==> config.mk <==
export PLATFORM = sky130hd
export DESIGN_NAME = conv_channel_scheduler
export DESIGN_NICKNAME = d
export VERILOG_FILES = /design/src/rtl/conv_channel_scheduler.sv
export SDC_FILE = /design/constraint.sdc
export NUM_CORES = 1
export LEC_CHECK = 0
export CAP_MARGIN = 20
export CORE_MARGIN = 2
export CORE_UTILIZATION = 50
export CTS_BUF_LIST = sky130_fd_sc_hd__clkbuf_8
export CTS_CLUSTER_DIAMETER = 200
export DETAILED_ROUTE_END_ITERATION = 7
export GPL_TIMING_DRIVEN = 0
export PLACE_DENSITY = 0.76
export SETUP_SLACK_MARGIN = 0.3
export SYNTH_ARGS = -nofsm -noshare
export SYNTH_HDL_FRONTEND = slang
export SYNTH_SLANG_ARGS = --single-unit
==> constraint.sdc <==
create_clock -name clk -period 3.6 [get_ports clk]
set_input_delay 0.72 -clock clk [delete_from_list [all_inputs] [get_ports clk]]
set_output_delay 0.72 -clock clk [all_outputs]
set_load 0.02 [all_outputs]
==> src/rtl/conv_channel_scheduler.sv <==
// -----------------------------------------------------------------------------
// conv_channel_scheduler
//
// Sequences one shared row-parallel convolution engine across NUM_KERNELS
// output channels for a single input feature map. For every channel it
// loads the kernel one column per cycle, streams the image columns,
// forwards the engine results to the output buffer tagged with channel and
// column, and stalls issue while the output buffer is not ready.
//
// Ports:
//   clk, rst        clock, asynchronous active-high reset
//   start, abort    layer start (sampled in IDLE) / synchronous abort to IDLE
//   busy, done      high outside IDLE / one-cycle pulse at end of layer
//   kern_idx        current channel (high part of kernel/image memory address)
//   kern_col        kernel column being loaded
//   img_col         image column being issued
//   kernel_load     engine kernel-load strobe
//   valid_in        engine input valid (kernel column or image column)
//   eng_valid_out   engine result valid for one output column
//   out_ready       output buffer can accept new issue
//   out_wr/ch/col   output-buffer write strobe, channel tag, output column
//   err             sticky protocol error (unexpected or surplus result)
// -----------------------------------------------------------------------------
module conv_channel_scheduler #(
    parameter int KERNEL_SIZE = 5,
    parameter int IMAGE_SIZE  = 28,
    parameter int NUM_KERNELS = 4,
    localparam int OUT_COLS   = IMAGE_SIZE - KERNEL_SIZE + 1,
    localparam int KW         = $clog2(KERNEL_SIZE),
    localparam int IW         = $clog2(IMAGE_SIZE),
    localparam int CW         = (NUM_KERNELS > 1) ? $clog2(NUM_KERNELS) : 1
) (
    input  logic          clk,
    input  logic          rst,
    input  logic          start,
    input  logic          abort,
    output logic          busy,
    output logic          done,
    output logic [CW-1:0] kern_idx,
    output logic [KW-1:0] kern_col,
    output logic [IW-1:0] img_col,
    output logic          kernel_load,
    output logic          valid_in,
    input  logic          eng_valid_out,
    input  logic          out_ready,
    output logic          out_wr,
    output logic [CW-1:0] out_ch,
    output logic [IW-1:0] out_col,
    output logic          err
);

    // Result counter is one bit wider than a column index so it can hold
    // OUT_COLS itself, which marks "all results of this channel received".
    localparam int RW = IW + 1;

    localparam logic [KW-1:0] K_LAST   = KW'(KERNEL_SIZE - 1);
    localparam logic [IW-1:0] I_LAST   = IW'(IMAGE_SIZE - 1);
    localparam logic [CW-1:0] CH_LAST  = CW'(NUM_KERNELS - 1);
    localparam logic [RW-1:0] RES_FULL = RW'(OUT_COLS);

    typedef enum logic [2:0] {
        ST_IDLE,
        ST_LOAD_K,
        ST_STREAM,
        ST_DRAIN,
        ST_NEXT,
        ST_DONE
    } state_t;

    state_t          state;
    logic [RW-1:0]   res_cnt;

    logic            capture_window;
    logic            capture;
    logic            err_set;
    logic            start_accept;

    // Results are only legal while the engine is streaming or draining, and
    // only until the channel has produced OUT_COLS of them.
    assign capture_window = (state == ST_STREAM) || (state == ST_DRAIN);
    assign capture        = eng_valid_out && capture_window && (res_cnt < RES_FULL);
    assign err_set        = eng_valid_out && !capture;
    assign start_accept   = (state == ST_IDLE) && start && !abort;

    // Zero-cycle capture: the write goes out in the same cycle the engine
    // presents the result.
    assign out_wr  = capture;
    assign out_ch  = kern_idx;
    assign out_col = res_cnt[IW-1:0];

    always_ff @(posedge clk or posedge rst) begin
        if (rst) begin
            state       <= ST_IDLE;
            busy        <= 1'b0;
            done        <= 1'b0;
            kern_idx    <= '0;
            kern_col    <= '0;
            img_col     <= '0;
            kernel_load <= 1'b0;
            valid_in    <= 1'b0;
            res_cnt     <= '0;
            err         <= 1'b0;
        end else begin
            // A protocol error in the same cycle as an accepted start still
            // records, so the error is never silently lost.
            if (err_set) begin
                err <= 1'b1;
            end else if (start_accept) begin
                err <= 1'b0;
            end

            done <= 1'b0;

            if (abort) begin
                state       <= ST_IDLE;
                busy        <= 1'b0;
                kern_idx    <= '0;
                kern_col    <= '0;
                img_col     <= '0;
                kernel_load <= 1'b0;
                valid_in    <= 1'b0;
                res_cnt     <= '0;
            end else begin
                if (capture) begin
                    res_cnt <= res_cnt + RW'(1);
                end

                case (state)
                    ST_IDLE: begin
                        if (start) begin
                            state       <= ST_LOAD_K;
                            busy        <= 1'b1;
                            kernel_load <= 1'b1;
                            valid_in    <= 1'b1;
                            kern_idx    <= '0;
                            kern_col    <= '0;
                            img_col     <= '0;
                            res_cnt     <= '0;
                        end
                    end

                    ST_LOAD_K: begin
                        if (kern_col == K_LAST) begin
                            state       <= ST_STREAM;
                            kernel_load <= 1'b0;
                            valid_in    <= out_ready;
                            img_col     <= '0;
                        end else begin
                            kern_col <= kern_col + KW'(1);
                        end
                    end

                    ST_STREAM: begin
                        // valid_in marks an issue in the current cycle; the
                        // column only advances once it has actually gone out.
                        if (valid_in && (img_col == I_LAST)) begin
                            state    <= ST_DRAIN;
                            valid_in <= 1'b0;
                        end else begin
                            if (valid_in) begin
                                img_col <= img_col + IW'(1);
                            end
                            valid_in <= out_ready;
                        end
                    end

                    ST_DRAIN: begin
                        if (res_cnt == RES_FULL) begin
                            state <= ST_NEXT;
                        end
                    end

                    ST_NEXT: begin
                        if (kern_idx == CH_LAST) begin
                            state <= ST_DONE;
                            done  <= 1'b1;
                        end else begin
                            state       <= ST_LOAD_K;
                            kern_idx    <= kern_idx + CW'(1);
                            kernel_load <= 1'b1;
                            valid_in    <= 1'b1;
                            kern_col    <= '0;
                            img_col     <= '0;
                            res_cnt     <= '0;
                        end
                    end

                    ST_DONE: begin
                        state    <= ST_IDLE;
                        busy     <= 1'b0;
                        kern_idx <= '0;
                        kern_col <= '0;
                        img_col  <= '0;
                        res_cnt  <= '0;
                    end

                    default: begin
                        state       <= ST_IDLE;
                        busy        <= 1'b0;
                        kernel_load <= 1'b0;
                        valid_in    <= 1'b0;
                    end
                endcase
            end
        end
    end

endmodule

# Yosys cells after proc, flatten, opt, wreduce, memory -nomap -nowiden
# Cells that the tools add are included.
# totals
in_bits,6
register_bits,24
word_cells,103
# op_classes
add_sub_neg,4
reduce_logical,24
n_eq_ne,20
n_lt_le_gt_ge,1
mux,44
# op_table
cell,n
$mux W3,10
$mux W5,6
$pmux W5 S5,1
$mux W6,4
$ne A3 B3 Y1 const B,6
$pmux W6 S3,1
$reduce_and A4 Y1,4
$pmux W3 S5,1
$mux W1,13
$pmux W3 S4,1
$eq A3 B3 Y1 const B,3
$add A6 B1 Y6 const B,1
$eq A3 B2 Y1 const B,2
$eq A6 B5 Y1 const B,1
$logic_and A1 B1 Y1,6
$lt A6 B5 Y1 const B,1
$mux W2,3
$ne A2 B1 Y1 const B,3
$ne A3 B2 Y1 const B,2
$pmux W2 S3,1
$reduce_and A6 Y1,1
$reduce_bool A6 Y1,1
$add A5 B1 Y5 const B,1
$eq A5 B5 Y1 const B,1
other kinds (18),19

# Longest topological paths before layout
# depth
word_depth,8
depth_mapped,6

# Least setup slack after synthesis
# Ideal clock, no wire load.
# synth_timing
path_kind,in2out
startpoint,in eng_valid_out
endpoint,out out_wr
t_arrival_ns,1.245
setup_slack_ns,1.635
cell_stages,3
path_cell_list,nor2b_1 -> nand3_1 -> inv_1
# synth_via
elab_chain_cells,2
# synth_lines
element,line,source
from (decl),44,"input logic eng_valid_out,"
$logic_and A1 B1 Y1 (2 in series),81,assign capture = eng_valid_out && capture_window && (res_cnt < RES_FULL);
to (decl),46,"output logic out_wr,"
# Every way passes these cells.

# Final worst setup path
# Same ends and word-level chain as after synthesis.

==> insert_results.sql <==
INSERT INTO impl_metrics (metric_group, metric, value, unit) VALUES
('drt', 'dr_total_vias', '1279', ''),
('worst_setup_path', 'critical_path.cell_chain', 'clkdlybuf4s50_1, nor2b_1, nand3_1, inv_1, clkdlybuf4s50_1', ''),
('drt', 'drt-vias-per-instance', '5.89', ''),
('sta', 'finalHoldViolations', '0', ''),
('sta', 'finalSetupViolCount', '0', ''),
('worst_setup_path', 'worst_setup_path_start_kind', 'primary input', ''),
('worst_setup_path', 'crit_path_max_fanout', '3', ''),
('drt', 'route.detailed.drc', '1', ''),
('power_and_ir_drop', 'total_power', '1.09', 'mW'),
('sta', 'grt_setup_unrepaired', 'no', ''),
('cells_and_area', 'fill_cells', '248', ''),
('logic_synthesis', 'yosys.area_share.xor_xnor', '2.35', '%'),
('drt', 'dr.first_iter.drc_count', '39', ''),
('cells_and_area', 'final_layout_size_suffix_gt1_share', '15.6', '%'),
('worst_setup_path', 'cp_common_cell', 'sky130_fd_sc_hd__clkdlybuf4s50_1', ''),
('sta', 'worst_max_slew_pin_slew', '0.912', 'ns'),
('worst_setup_path', 'timing.critical_path.max_delay_family', 'buffers and inverters', ''),
('clock_network', 'numCtsBuffers', '3', ''),
('placed_design', 'dp_hpwl', '2.41', 'mm'),
('cells_and_area', 'final_net_count', '199', ''),
('floorplanning', 'core.rowCount', '19', ''),
('floorplanning', 'initial_core_util', '53.2', '%'),
('sta', 'slew-limit-headroom', '39.1', '%'),
('logic_synthesis', 'largest_family_of_logic_cells_by_synthesized_area', 'compound AO/OA/AOI/OAI gates', ''),
('job', 'timing.max_cap.violations', '0', ''),
('logic_synthesis', 'yosys.cell_count.top_type', 'sky130_fd_sc_hd__dfrtp_1', ''),
('worst_setup_path', 'worstPathBufferInverterCount', '3', ''),
('drt', 'ant_nets', '0', ''),
('clock_network', 'clock_latency_reported_for_the_late_side_of_the_worst_skew_pair', '0.27', 'ns'),
('placed_design', 'dpl-instance-area', '1810', 'sq um'),
('grt', 'all_layer_gr_usage', '21.5', '%'),
('logic_synthesis', 'postSynthCellCount', '154', ''),
('floorplanning', 'die_y', '58.6', 'um'),
('logic_synthesis', 'ys_types', '46', ''),
('logic_synthesis', 'syn-mean-instance-area', '9.69', 'sq um'),
('drt', 'route.detailed.wl_per_inst', '15.4', 'um'),
('worst_setup_path', 'worst-endpoint-required', '2.88', 'ns'),
('grt', 'grt.overflow.total', '0', ''),
('logic_synthesis', 'synthesis.yosys.warnings', '0', ''),
('sta', 'min_period', '3.08', 'ns'),
('clock_network', 'clock_path_buffers', '2', ''),
('drt', 'detail_route.first_pass.iterations', '6', ''),
('worst_setup_path', 'worst_path_largest_cell_delay', '0.62', 'ns'),
('worst_setup_path', 'cpMaxStageDelayCell', 'sky130_fd_sc_hd__clkdlybuf4s50_1', ''),
('clock_network', 'cts_hold_buffers', '0', ''),
('logic_synthesis', 'synth-compound-area-share', '21.7', '%'),
('clock_network', 'cts_tree', 'done', ''),
('logic_synthesis', 'post_synth_main_area_contributors', 'sky130_fd_sc_hd__dfrtp_1 (40%), sky130_fd_sc_hd__ha_1 (5.0%), sky130_fd_sc_hd__buf_4 (3.5%)', ''),
('power_and_ir_drop', 'total_leakage_power', '0.805', 'nW'),
('status', 'outcome', 'finished, violations left', ''),
('clock_network', 'cts_max_level', '1', ''),
('logic_synthesis', 'synth-simple-area-share', '19.8', '%'),
('logic_synthesis', 'asyncSetResetFlopFracSynth', '100', '%'),
('sta', 'worst_clock_skew', '0.00609', 'ns'),
('placed_design', 'place.port_buffers', '28', ''),
('sta', 'final_min_period_over_clock_period', '85.6', '%'),
('status', 'violated_checks', 'DRC', ''),
('cells_and_area', 'register_area', '601', 'sq um'),
('sta', 'final_max_slew_viol_count', '0', ''),
('grt', 'first_global_vias', '1169', ''),
('logic_synthesis', 'post-synth-top-area-fraction', '40.2', '%'),
('logic_synthesis', 'net_count_after_synthesis', '166', ''),
('logic_synthesis', 'post_synth_instance_area', '1490', 'sq um'),
('clock_network', 'clk_pin_slew_worst_paths', '0.09', 'ns'),
('logic_synthesis', 'synth.area.mux_share', '2.10', '%'),
('clock_network', 'clock-sinks', '24', ''),
('cells_and_area', 'layout.cell_area.non_filler', '1880', 'sq um'),
('worst_setup_path', 'timing.setup.critical_path_class', 'primary input to output pin', ''),
('grt', 'largest_net_degree_at_the_start_of_global_routing', '25', ''),
('power_and_ir_drop', 'power_density', '578', 'nW/um^2'),
('cells_and_area', 'multiInputGateArea', '761', 'sq um');
[worst paths after layout]
path	startpoint	endpoint	slack, ns	depth (start not counted)
setup / recovery	eng_valid_out	out_wr	0.52	5
hold / removal	kernel_load	kernel_load	0.50	1
setup reg to reg	kern_idx[0]	kern_idx[0]	1.83	6
hold reg to reg	kernel_load	kernel_load	0.50	1
max in group asynchronous	rst	kern_col[2]	2.10	2
min in group asynchronous	rst	res_cnt[3]	0.93	2
[cells by family after synthesis]
group | after synthesis
adders and majority gates | 6
muxes | 3
xor gates and xnor gates | 4
buffers and inverters | 26
AOI/OAI and AO/OA | 41
DFF | 24
and+or+nand+nor | 50
[sequential cells by signal, summed over array words and instances (netlist names)]
register,flops
busy,1
done,1
err,1
img_col,5
kern_col,3
kern_idx,2
kernel_load,1
res_cnt,6
state,3
valid_in,1
[worst register-to-register path, stage by stage, from the launching register on]
cell,delay (ns)
sky130_fd_sc_hd__dfrtp_1,0.43
sky130_fd_sc_hd__ha_1,0.25
sky130_fd_sc_hd__and2_1,0.21
sky130_fd_sc_hd__o21ai_0,0.23
sky130_fd_sc_hd__a21o_1,0.17
sky130_fd_sc_hd__buf_2,0.24
sky130_fd_sc_hd__a31oi_1,0.13
[per-stage QoR]
step | worst slack (ns) | std cells
after global placement | 0.528 | 213
after detailed placement | 0.518 | 213
after global routing | 0.408 | 217
after floorplan | 1.64 | 154
final | 0.520 | 217
after CTS | 0.512 | 217
[placed cells by master, fill, tap and decap left out, drive strengths merged, types with 4 or more instances in the layout]
cell type and n:
clkdlybuf4s50 28, inv 13, nor3 4, nor2 14
nand4 4, o21ai 7, nand2 9, a21oi 8
dfrtp 24, buf 13, a31oi 7, ha 6
[per-layer routing]
metal,vias to the layer above,share of wire [%],global-route usage [%],routed length (um)
met5,-,0,0,0
met2,40,49,34.3,1630
met4,0,0.51,5.52,17
li1,616,-,-,-
met3,2,4.4,5.05,148
met1,621,46,29.7,1550
[power breakdown]
part / internal (mW) / switching [mW] / total [mW]
combinational: 0.212 / 0.263 / 0.475
sequential: 0.316 / 0.0548 / 0.370
clock: 0.149 / 0.0938 / 0.243
total: 0.677 / 0.411 / 1.09
[cell type report]
cell class	count	share of cell area, %
multi-input cells	104	40.4
flip-flops and latches	24	31.9
repair buffers	28	14.9
plain buffers	13	4.39
inverters	13	2.59
clock buffers	3	2.19
well taps	31	2.06
clock inverters	1	1.59
Power figures use the tool's default switching activity.
